==> src/rtl/stat_update_arbiter.sv <==
// Arbitrates user actions and timed decay requests onto a single {stat, direction} update port.
// Optional heal lockout is enabled by defining HEAL_LOCKOUT_EN.
module stat_update_arbiter #(
  parameter int TICK_DIV       = 50000000,
  parameter int FOOD_PERIOD_S  = 30,
  parameter int SLEEP_PERIOD_S = 31,
  parameter int FUN_PERIOD_S   = 23,
  parameter int HAPPY_PERIOD_S = 24,
  parameter int HEAL_LOCKOUT_S = 10
) (
  input  logic       clk,
  input  logic       rst,
  input  logic       act_heal,
  input  logic       act_feed,
  input  logic       act_rest,
  input  logic       act_play,
  input  logic       pause,
  output logic       upd_valid,
  input  logic       upd_ready,
  output logic [2:0] upd_stat,
  output logic       upd_up,
  output logic [7:0] pend,
  output logic       sec_tick,
  output logic       drop_err
);

  localparam int PW     = (TICK_DIV > 1) ? $clog2(TICK_DIV) : 1;
  localparam int MAXP_A = (FOOD_PERIOD_S > SLEEP_PERIOD_S) ? FOOD_PERIOD_S : SLEEP_PERIOD_S;
  localparam int MAXP_B = (FUN_PERIOD_S > HAPPY_PERIOD_S) ? FUN_PERIOD_S : HAPPY_PERIOD_S;
  localparam int MAXP   = (MAXP_A > MAXP_B) ? MAXP_A : MAXP_B;
  localparam int TW     = $clog2(MAXP + 1);
  localparam int PER [4] = '{FOOD_PERIOD_S, SLEEP_PERIOD_S, FUN_PERIOD_S, HAPPY_PERIOD_S};

  typedef enum logic {IDLE, OFFER} state_t;

  state_t          state;
  logic [PW-1:0]   pre_cnt;
  logic [TW-1:0]   tmr [4];
  logic [3:0]      expire;
  logic [7:0]      set_req;
  logic [7:0]      clr;
  logic [2:0]      sel;
  logic [2:0]      win;
  logic [1:0]      last;
  logic [1:0]      cand;
  logic            found;
  logic            heal_ok;

  // Pend index -> {stat, up}; indices 7..4 are user actions, 3..0 are decays of stat k.
  function automatic logic [3:0] cmd_of(input logic [2:0] idx);
    case (idx)
      3'd7:    cmd_of = {3'd4, 1'b1};
      3'd6:    cmd_of = {3'd0, 1'b1};
      3'd5:    cmd_of = {3'd1, 1'b1};
      3'd4:    cmd_of = {3'd2, 1'b1};
      default: cmd_of = {1'b0, idx[1:0], 1'b0};
    endcase
  endfunction

  always_ff @(posedge clk) begin
    if (!rst)
      pre_cnt <= '0;
    else if (!pause)
      pre_cnt <= (pre_cnt == PW'(TICK_DIV - 1)) ? '0 : pre_cnt + PW'(1);
  end

  assign sec_tick = !pause && (pre_cnt == PW'(TICK_DIV - 1));

  always_comb begin
    expire = '0;
    for (int k = 0; k < 4; k++)
      expire[k] = sec_tick && (tmr[k] == TW'(PER[k] - 1));
  end

  always_ff @(posedge clk) begin
    if (!rst) begin
      for (int k = 0; k < 4; k++) tmr[k] <= '0;
    end else if (sec_tick) begin
      for (int k = 0; k < 4; k++) tmr[k] <= expire[k] ? '0 : tmr[k] + TW'(1);
    end
  end

`ifdef HEAL_LOCKOUT_EN
  localparam int LW = (HEAL_LOCKOUT_S > 0) ? $clog2(HEAL_LOCKOUT_S + 1) : 1;
  logic [LW-1:0] lock_cnt;

  always_ff @(posedge clk) begin
    if (!rst)
      lock_cnt <= '0;
    else if (upd_valid && upd_ready && sel == 3'd7)
      lock_cnt <= LW'(HEAL_LOCKOUT_S);
    else if (sec_tick && lock_cnt != '0)
      lock_cnt <= lock_cnt - LW'(1);
  end

  assign heal_ok = (lock_cnt == '0);
`else
  assign heal_ok = 1'b1;
`endif

  assign set_req = {act_heal & heal_ok, act_feed, act_rest, act_play, expire};
  assign clr     = (upd_valid && upd_ready) ? (8'b1 << sel) : 8'b0;

  // A new request wins over a same-cycle clear; only a truly lost request flags drop_err.
  always_ff @(posedge clk) begin
    if (!rst) begin
      pend     <= '0;
      drop_err <= 1'b0;
    end else begin
      pend <= (pend & ~clr) | set_req;
      if (|(set_req & pend & ~clr)) drop_err <= 1'b1;
    end
  end

  always_comb begin
    win   = '0;
    cand  = '0;
    found = 1'b0;
    if (pend[7])      win = 3'd7;
    else if (pend[6]) win = 3'd6;
    else if (pend[5]) win = 3'd5;
    else if (pend[4]) win = 3'd4;
    else begin
      for (int i = 1; i <= 4; i++) begin
        cand = last + 2'(i);
        if (!found && pend[cand]) begin
          win   = {1'b0, cand};
          found = 1'b1;
        end
      end
    end
  end

  // Round-robin pointer resets to happy so the first decay search begins at food.
  always_ff @(posedge clk) begin
    if (!rst) begin
      state     <= IDLE;
      upd_valid <= 1'b0;
      upd_stat  <= '0;
      upd_up    <= 1'b0;
      sel       <= '0;
      last      <= 2'd3;
    end else begin
      case (state)
        IDLE: begin
          if (|pend) begin
            {upd_stat, upd_up} <= cmd_of(win);
            sel       <= win;
            upd_valid <= 1'b1;
            state     <= OFFER;
            if (!win[2]) last <= win[1:0];
          end
        end
        OFFER: begin
          if (upd_ready) begin
            upd_valid <= 1'b0;
            state     <= IDLE;
          end
        end
        default: state <= IDLE;
      endcase
    end
  end

endmodule
==> config.mk <==
export PLATFORM = sky130hd
export DESIGN_NAME = stat_update_arbiter
export DESIGN_NICKNAME = d
export VERILOG_FILES = /design/src/rtl/stat_update_arbiter.sv
export SDC_FILE = /design/constraint.sdc
export NUM_CORES = 1
export LEC_CHECK = 0
export CAP_MARGIN = 10
export CORE_UTILIZATION = 58
export DETAILED_ROUTE_END_ITERATION = 10
export PLACE_DENSITY = 0.79
export SYNTH_ARGS = -nofsm -noshare
export SYNTH_HDL_FRONTEND = slang
export SYNTH_SLANG_ARGS = --single-unit
==> constraint.sdc <==
create_clock -name clk -period 2.85 [get_ports clk]
set_clock_uncertainty 0.1 [all_clocks]
set_input_delay 0.4275 -clock clk [delete_from_list [all_inputs] [get_ports clk]]
set_output_delay 0.4275 -clock clk [all_outputs]
set_load 0.005 [all_outputs]
==> results of run 1 <==
==> worst register-to-register path, cell delays in order, from the launching register on <==
cell and delay [ps]:
dfxtp_1 360, nor4b_2 270, nand4_1 180, nor4_4 370, buf_4 200, nand2b_1 170
buf_4 250
==> layer usage <==
layer / share of wire, % / track usage, % / wire length [um] / vias to the layer above
met5: 0 / 0 / 0 / -
met4: 1.5 / 11.5 / 86 / 0
met3: 2.5 / 3.95 / 141 / 7
met2: 46 / 33.5 / 2550 / 32
met1: 50 / 27.7 / 2820 / 1134
li1: - / - / - / 1224
==> sequential cells by signal, indices dropped and copies added (netlist names) <==
register	cells
upd_up	1
sel	3
last	2
pre_cnt	26
tmr	20
state	1
upd_stat	3
upd_valid	1
pend	8
drop_err	1
==> per-stage QoR <==
stage | util [%] | setup slack, ps | instance area [um2] | cells | hold WS, ps
after global routing | 70.8 | 66.8 | 3680 | 430 | 419
after global placement | 67.1 | 256 | 3490 | 415 | 362
after floorplan | - | 776 | 3180 | 327 | 354
after CTS | 70.8 | 211 | 3680 | 430 | 386
final | 70.8 | 243 | 3680 | 430 | 388
after detailed placement | 67.1 | 230 | 3490 | 415 | 365
==> final timing paths <==
path	start	to	depth (start not counted)
hold / removal	upd_stat[1]	upd_stat[1]	2
hold reg to reg	upd_stat[1]	upd_stat[1]	2
setup reg to reg	pre_cnt[16]	tmr[2][4]	6
setup / recovery	pre_cnt[16]	sec_tick	4
==> synthesized netlist by cell type, types with 2 or more instances <==
cell type   n
o21ai_0     8
edfxtp_1   20
nand2_1    28
nor3_1     10
a21oi_1     7
buf_2       2
buf_4       2
nand4b_1    2
and2_1      2
a21boi_0    7
nor2_1     48
o211ai_1    7
clkbuf_1    4
nor2b_1     3
nor3_2      8
nor4_1      2
o41ai_1     2
and4b_1     2
xor2_1     20
nor4b_2     2
ha_1        8
inv_1       7
nand4_1     9
and3_1      2
nand2b_1    8
mux2i_1     2
a31oi_1     2
nand3b_1    2
and4_1      6
dfxtp_1    46
o21a_1      5
nand3_1    15
or4_1       4
xnor2_1    14
==> layout by cell type, fill, tap and decap left out, drive strengths merged, types with 9 or more instances in the layout <==
master | synthesis | layout
nand3 | 15 | 15
edfxtp | 20 | 20
dfxtp | 46 | 46
nand2 | 28 | 28
xor2 | 20 | 20
clkbuf | 4 | 13
clkdlybuf4s50 | 0 | 22
nor3 | 18 | 18
nand4 | 9 | 9
xnor2 | 14 | 14
nor2 | 48 | 48
==> power by group <==
part / internal (mW) / total (mW) / switching, mW
clock network: 0.409 / 0.744 / 0.335
registers: 1.00 / 1.04 / 0.0380
logic: 0.0723 / 0.141 / 0.0689
total: 1.48 / 1.92 / 0.442
==> logic make-up (layout without fill, tap and decap cells) <==
kind of cell             after synthesis  after routing
buffers and inverters                 17             50
multiplexers                           2              2
XOR/XNOR                              34             34
adder cells (fa/ha/maj)                8              8
AND/OR/NAND/NOR                      155            155
flip-flops                            66             66
AO/OA/AOI/OAI                         45             45
==> cell type report <==
class                      instances  area [um2]
fill                             415        1520
clock buffer                      13         180
timing repair buffer              28         278
clock inverter                     2        10.0
inverter                           7        26.3
multi-input combinational        244        1580
sequential                        66        1520
tap                               70        87.6
==> results.json, run 1 <==
{
  "status": "completed",
  "finalWorstPathRequiredPeriod_ps": 2610,
  "synth.largest_area_cell": "dfxtp_1",
  "p_leak_nw": 1.29,
  "synth_area_per_cell_um2": 9.73,
  "ys_seq_elements": 66,
  "p_total_mw": 1.92,
  "cts_tree": "yes",
  "grt_pass1_wl_um": 9790,
  "cts_setup_buffers": 0,
  "gp_congestion": 0.751,
  "start_util_pct": 61.2,
  "fmax_mhz": 384,
  "clk_pin_slew_worst_paths_ps": 70,
  "reg2reg_slack_ps": 640,
  "hold_buffers": 0,
  "crit_slowest_cell": "clkdlybuf4s50_1",
  "hpwlAfterDp_um": 3880,
  "post_synth_num_cell_types": 45,
  "drive_above_1_share_pct": 9.44,
  "grt.overflow.total": 0,
  "hold_violations": 0,
  "dr.pass1.iters": 5,
  "power_density_nw_per_um2": 522,
  "cp.required_ps": 2320,
  "route.detailed.drc": 0,
  "final_antenna_net_count": 0,
  "clockBufferDepth": 2,
  "synth.area.top_cells": "dfxtp_1, edfxtp_1, nor2_1",
  "syn_nets": 343,
  "vdd_drop_max_uv": 411,
  "die_y_um": 76.1,
  "die-area_um2": 5790,
  "async_reset_ff_share_pct": 0,
  "cpLargestDelayFamily": "simple AND/OR/NAND/NOR gates",
  "synth_top_area_share_pct": 28.9,
  "numClockSinks": 66,
  "start_kind": "flip-flop",
  "post_cts.resized_instances": 0,
  "synth_area_um2": 3180,
  "drv_cap": 0,
  "syn_inst": 327,
  "maxSlewViolCount": 0,
  "fin_tns_setup_ps": 0,
  "rsz0062_at_grt": "no",
  "hp-class": "flip-flop to flip-flop",
  "rows": 26,
  "max_stage_delay_ps": 560,
  "root_buffer": "clkbuf_8",
  "synthFlopType": "dfxtp_1",
  "vias": 2397,
  "vias_per_cell": 5.57,
  "wl_per_cell_um": 13.0,
  "core_area_um2": 5200,
  "drt-total-wl_um": 5600,
  "critical_path_arrival_ps": 2080,
  "grt_max_degree": 31,
  "antenna_cells": 0,
  "ioPinCount": 23,
  "seq_area_frac_synth_pct": 47.8,
  "cts_buffers": 9,
  "cp_num_buf_inv": 1,
  "htree_levels": 3,
  "worstSetupPathType": "flip-flop to output port",
  "synth_top_family_by_area": "simple AND/OR/NAND/NOR gates",
  "clock_latency_ps": 340,
  "synth-edff-count": 20,
  "synth_fa_ha_area_share_pct": 3.14,
  "fin_nets": 372,
  "portBuffers": 22,
  "antenna_found_initial": 0,
  "synth_warnings": 0,
  "finalCritPeriodShare_pct": 91.5,
  "critPathCaptureType": "output port",
  "muxShareOfSynthArea_pct": 0.629,
  "die_x_um": 76.1,
  "synth_compound_area_share_pct": 9.75,
  "grt_usage_pct": 21.2,
  "cp_max_fo": 5,
  "synth-xor-area-share_pct": 9.36,
  "yosys.area_share.simple_pct": 26.8,
  "worstMarginPinSlew_ps": 830,
  "slew-limit-headroom_pct": 44.2,
  "path_cells": "nor4b_2, nand4_1, nor4_4, clkdlybuf4s50_1",
  "synthToLayoutAreaGrowth_pct": 15.7,
  "drt_iter0_markers": 164,
  "grt_pass1_vias": 2178,
  "setup_viol": 0
}
Power figures use the tool's default switching activity.
==> inputs of run 2 (changes only) <==
--- a/config.mk
+++ b/config.mk
@@ -5,10 +5,11 @@
 export SDC_FILE = /design/constraint.sdc
 export NUM_CORES = 1
 export LEC_CHECK = 0
+export ABC_AREA = 1
 export CAP_MARGIN = 10
-export CORE_UTILIZATION = 58
+export CORE_UTILIZATION = 59
 export DETAILED_ROUTE_END_ITERATION = 10
-export PLACE_DENSITY = 0.79
+export PLACE_DENSITY = 0.8
 export SYNTH_ARGS = -nofsm -noshare
 export SYNTH_HDL_FRONTEND = slang
 export SYNTH_SLANG_ARGS = --single-unit
==> run 2 against run 1 <==
  * First-iteration DRC count decreased by 14%
  * Global-route usage increased by 3.4 points
  * Register-to-register slack lost 20 ps
  * Power increased by 1.5%
  * Wire length is 17% higher
  * Non-clock buffer count did not move
  * Final cell count is 25% higher
  * The run now ends with DRC left
  * Setup slack worse by 50 ps
==> results.json, run 2 <==
{
  "drt_iter0_markers": 141,
  "dp_slack_ps": 283,
  "drive_above_1_share_pct": 10.8,
  "root_buffer": "clkbuf_8",
  "violations": "DRC",
  "portBuffers": 22,
  "worstMarginPinSlew_ps": 441,
  "ff_latch_area_um2": 1520,
  "die_y_um": 77.5,
  "clk_pin_slew_worst_paths_ps": 70,
  "drt-total-wl_um": 6550,
  "synth-xor-area-share_pct": 3.65,
  "hpwlAfterDp_um": 4940,
  "placedInstanceArea_um2": 3700,
  "multi_input_area_um2": 1620,
  "route.detailed.drc": 2,
  "largest-register": "pre_cnt",
  "async_reset_ff_share_pct": 0,
  "grt_pass1_vias": 2642,
  "clock_latency_ps": 340,
  "grt_usage_pct": 24.6,
  "rows": 27,
  "r2r_cells": 10,
  "seqPwrFrac_pct": 53.3,
  "final_antenna_net_count": 0,
  "start_kind": "flip-flop",
  "final_cell_mix": "nand2_1, nor2_1, dfxtp_1, inv_1, a21oi_1",
  "numClockSinks": 66,
  "vdd_drop_max_uv": 347,
  "synth_area_per_cell_um2": 7.87,
  "cp_max_fo": 4,
  "grt_pass1_wl_um": 11500,
  "worstSetupPathType": "flip-flop to output port",
  "synth_fa_ha_area_share_pct": 2.98,
  "yosysMostFrequentCell": "nand2_1",
  "synthToLayoutAreaGrowth_pct": 15.4,
  "clockBufferDepth": 2,
  "fmax_mhz": 376,
  "cp.required_ps": 2320,
  "reg2reg_slack_ps": 620,
  "place_inst": 522,
  "power_density_nw_per_um2": 504,
  "p_total_mw": 1.95,
  "synth_warnings": 0,
  "antenna_found_initial": 0,
  "ys_seq_elements": 66,
  "post_cts.resized_instances": 0,
  "cts_tree": "yes",
  "synth_top_family_by_area": "simple AND/OR/NAND/NOR gates",
  "power_switching_mw": 0.478,
  "synth.area.top_cells": "dfxtp_1, edfxtp_1, nand2_1",
  "cts_buffers": 9,
  "status": "finished with violations",
  "cts_setup_buffers": 0,
  "swShare_pct": 24.5,
  "fin_nets": 477,
  "finalWorstPathRequiredPeriod_ps": 2660,
  "core_area_um2": 5510,
  "critical_path_arrival_ps": 2130,
  "synth_top_area_share_pct": 27.4,
  "fill_cells": 453,
  "post_synth_num_cell_types": 38,
  "muxShareOfSynthArea_pct": 0,
  "syn_nets": 443,
  "netlist_top_cells_count": "nand2_1, nor2_1, dfxtp_1",
  "ioPinCount": 23,
  "slew-limit-headroom_pct": 70.5,
  "dr.pass1.iters": 7,
  "hold_buffers": 0,
  "antenna_cells": 0,
  "seq_area_frac_synth_pct": 45.3,
  "p_comb_share_pct": 9.9,
  "holdWs_ps": 366,
  "die-area_um2": 6000,
  "finalCritPeriodShare_pct": 93.2,
  "synth_compound_area_share_pct": 9.34,
  "start_util_pct": 61.0,
  "final_area_um2": 3880,
  "p_int_mw": 1.47,
  "synthFlopType": "dfxtp_1",
  "hold_violations": 0,
  "synth.largest_area_cell": "dfxtp_1",
  "yosys.area_share.simple_pct": 32.4,
  "hold_depth": 2,
  "drv_cap": 0,
  "grt_max_degree": 27,
  "wl_per_cell_um": 12.2,
  "power_frac_clock_pct": 36.8,
  "largest_reg_flops": 26,
  "maxSlewViolCount": 0,
  "htree_levels": 3,
  "p_leak_nw": 1.51,
  "synth-edff-count": 20,
  "die_x_um": 77.5,
  "syn_inst": 427,
  "fin_tns_setup_ps": 0,
  "synth_area_um2": 3360,
  "setup_ws_ps": 193,
  "final_cells": 537,
  "rsz0062_at_grt": "no",
  "setup_viol": 0,
  "vias_per_cell": 5.28,
  "gp_congestion": 0.882,
  "largestRegisters": "pre_cnt: 26 flops, tmr: 20 flops, pend: 8 flops",
  "critPathCaptureType": "output port",
  "final_common_cell": "nand2_1",
  "utilization_pct": 70.4,
  "grt.overflow.total": 0,
  "hp-class": "flip-flop to flip-flop",
  "vias": 2838
}
run 2: cell count changes after synthesis, moves of 8 or more:
cell      delta
a21oi_1     +24
inv_1       +37
xnor2_1     -12
nor2_1      +13
xor2_1       -8
nand2_1     +67
nand2b_1     -8
nand3_1      +9
run 2: layer usage:
metal / part of all wire (%) / wire length [um] / track usage, %
met5: 0 / 0 / 0
met4: 1.7 / 111 / 12.1
met3: 4.1 / 268 / 5.88
met2: 50 / 3260 / 41.2
met1: 44 / 2920 / 29.5
run 2: kinds of logic (layout without fill, tap and decap cells):
family                     after synthesis  after routing
AOI/OAI and AO/OA                       55             55
buffers and inverters                   54             92
and+or+nand+nor                        230            230
DFF                                     66             66
adders and majority gates                8              8
xor gates and xnor gates                14             14
run 2: worst paths after layout:
check              startpoint          end
hold / removal    upd_stat[2]  upd_stat[2]
hold reg to reg   upd_stat[2]  upd_stat[2]
setup reg to reg  pre_cnt[21]    tmr[2][2]
setup / recovery  pre_cnt[21]     sec_tick
run 2: area by class of cell:
| type | instances | area share, % |
|---|---|---|
| Multi-Input combinational cell | 307 | 41.9 |
| Timing Repair Buffer | 28 | 7.16 |
| Tap cell | 72 | 2.32 |
| Clock buffer | 13 | 4.39 |
| Clock inverter | 2 | 0.258 |
| Sequential cell | 66 | 39.2 |
| Inverter | 49 | 4.74 |
run 2: worst max-delay path: stages, from the launching register on:
cell             delay (ps)
dfxtp_1                 360
nand2_1                  80
inv_1                    70
nand3_1                 160
nor4_1                  340
nand2_1                 130
inv_1                   140
clkdlybuf4s50_1         510
run 2: power by group through the flow:
stage          Clock [mW]  Combinational [mW]  Sequential [mW]
6_report            0.719               0.194             1.04
5_1_grt             0.775               0.222             1.05
4_1_cts             0.734               0.195             1.04
3_5_place_dp            0               0.194             1.06
3_3_place_gp            0               0.190             1.06
2_1_floorplan           0               0.128             1.05
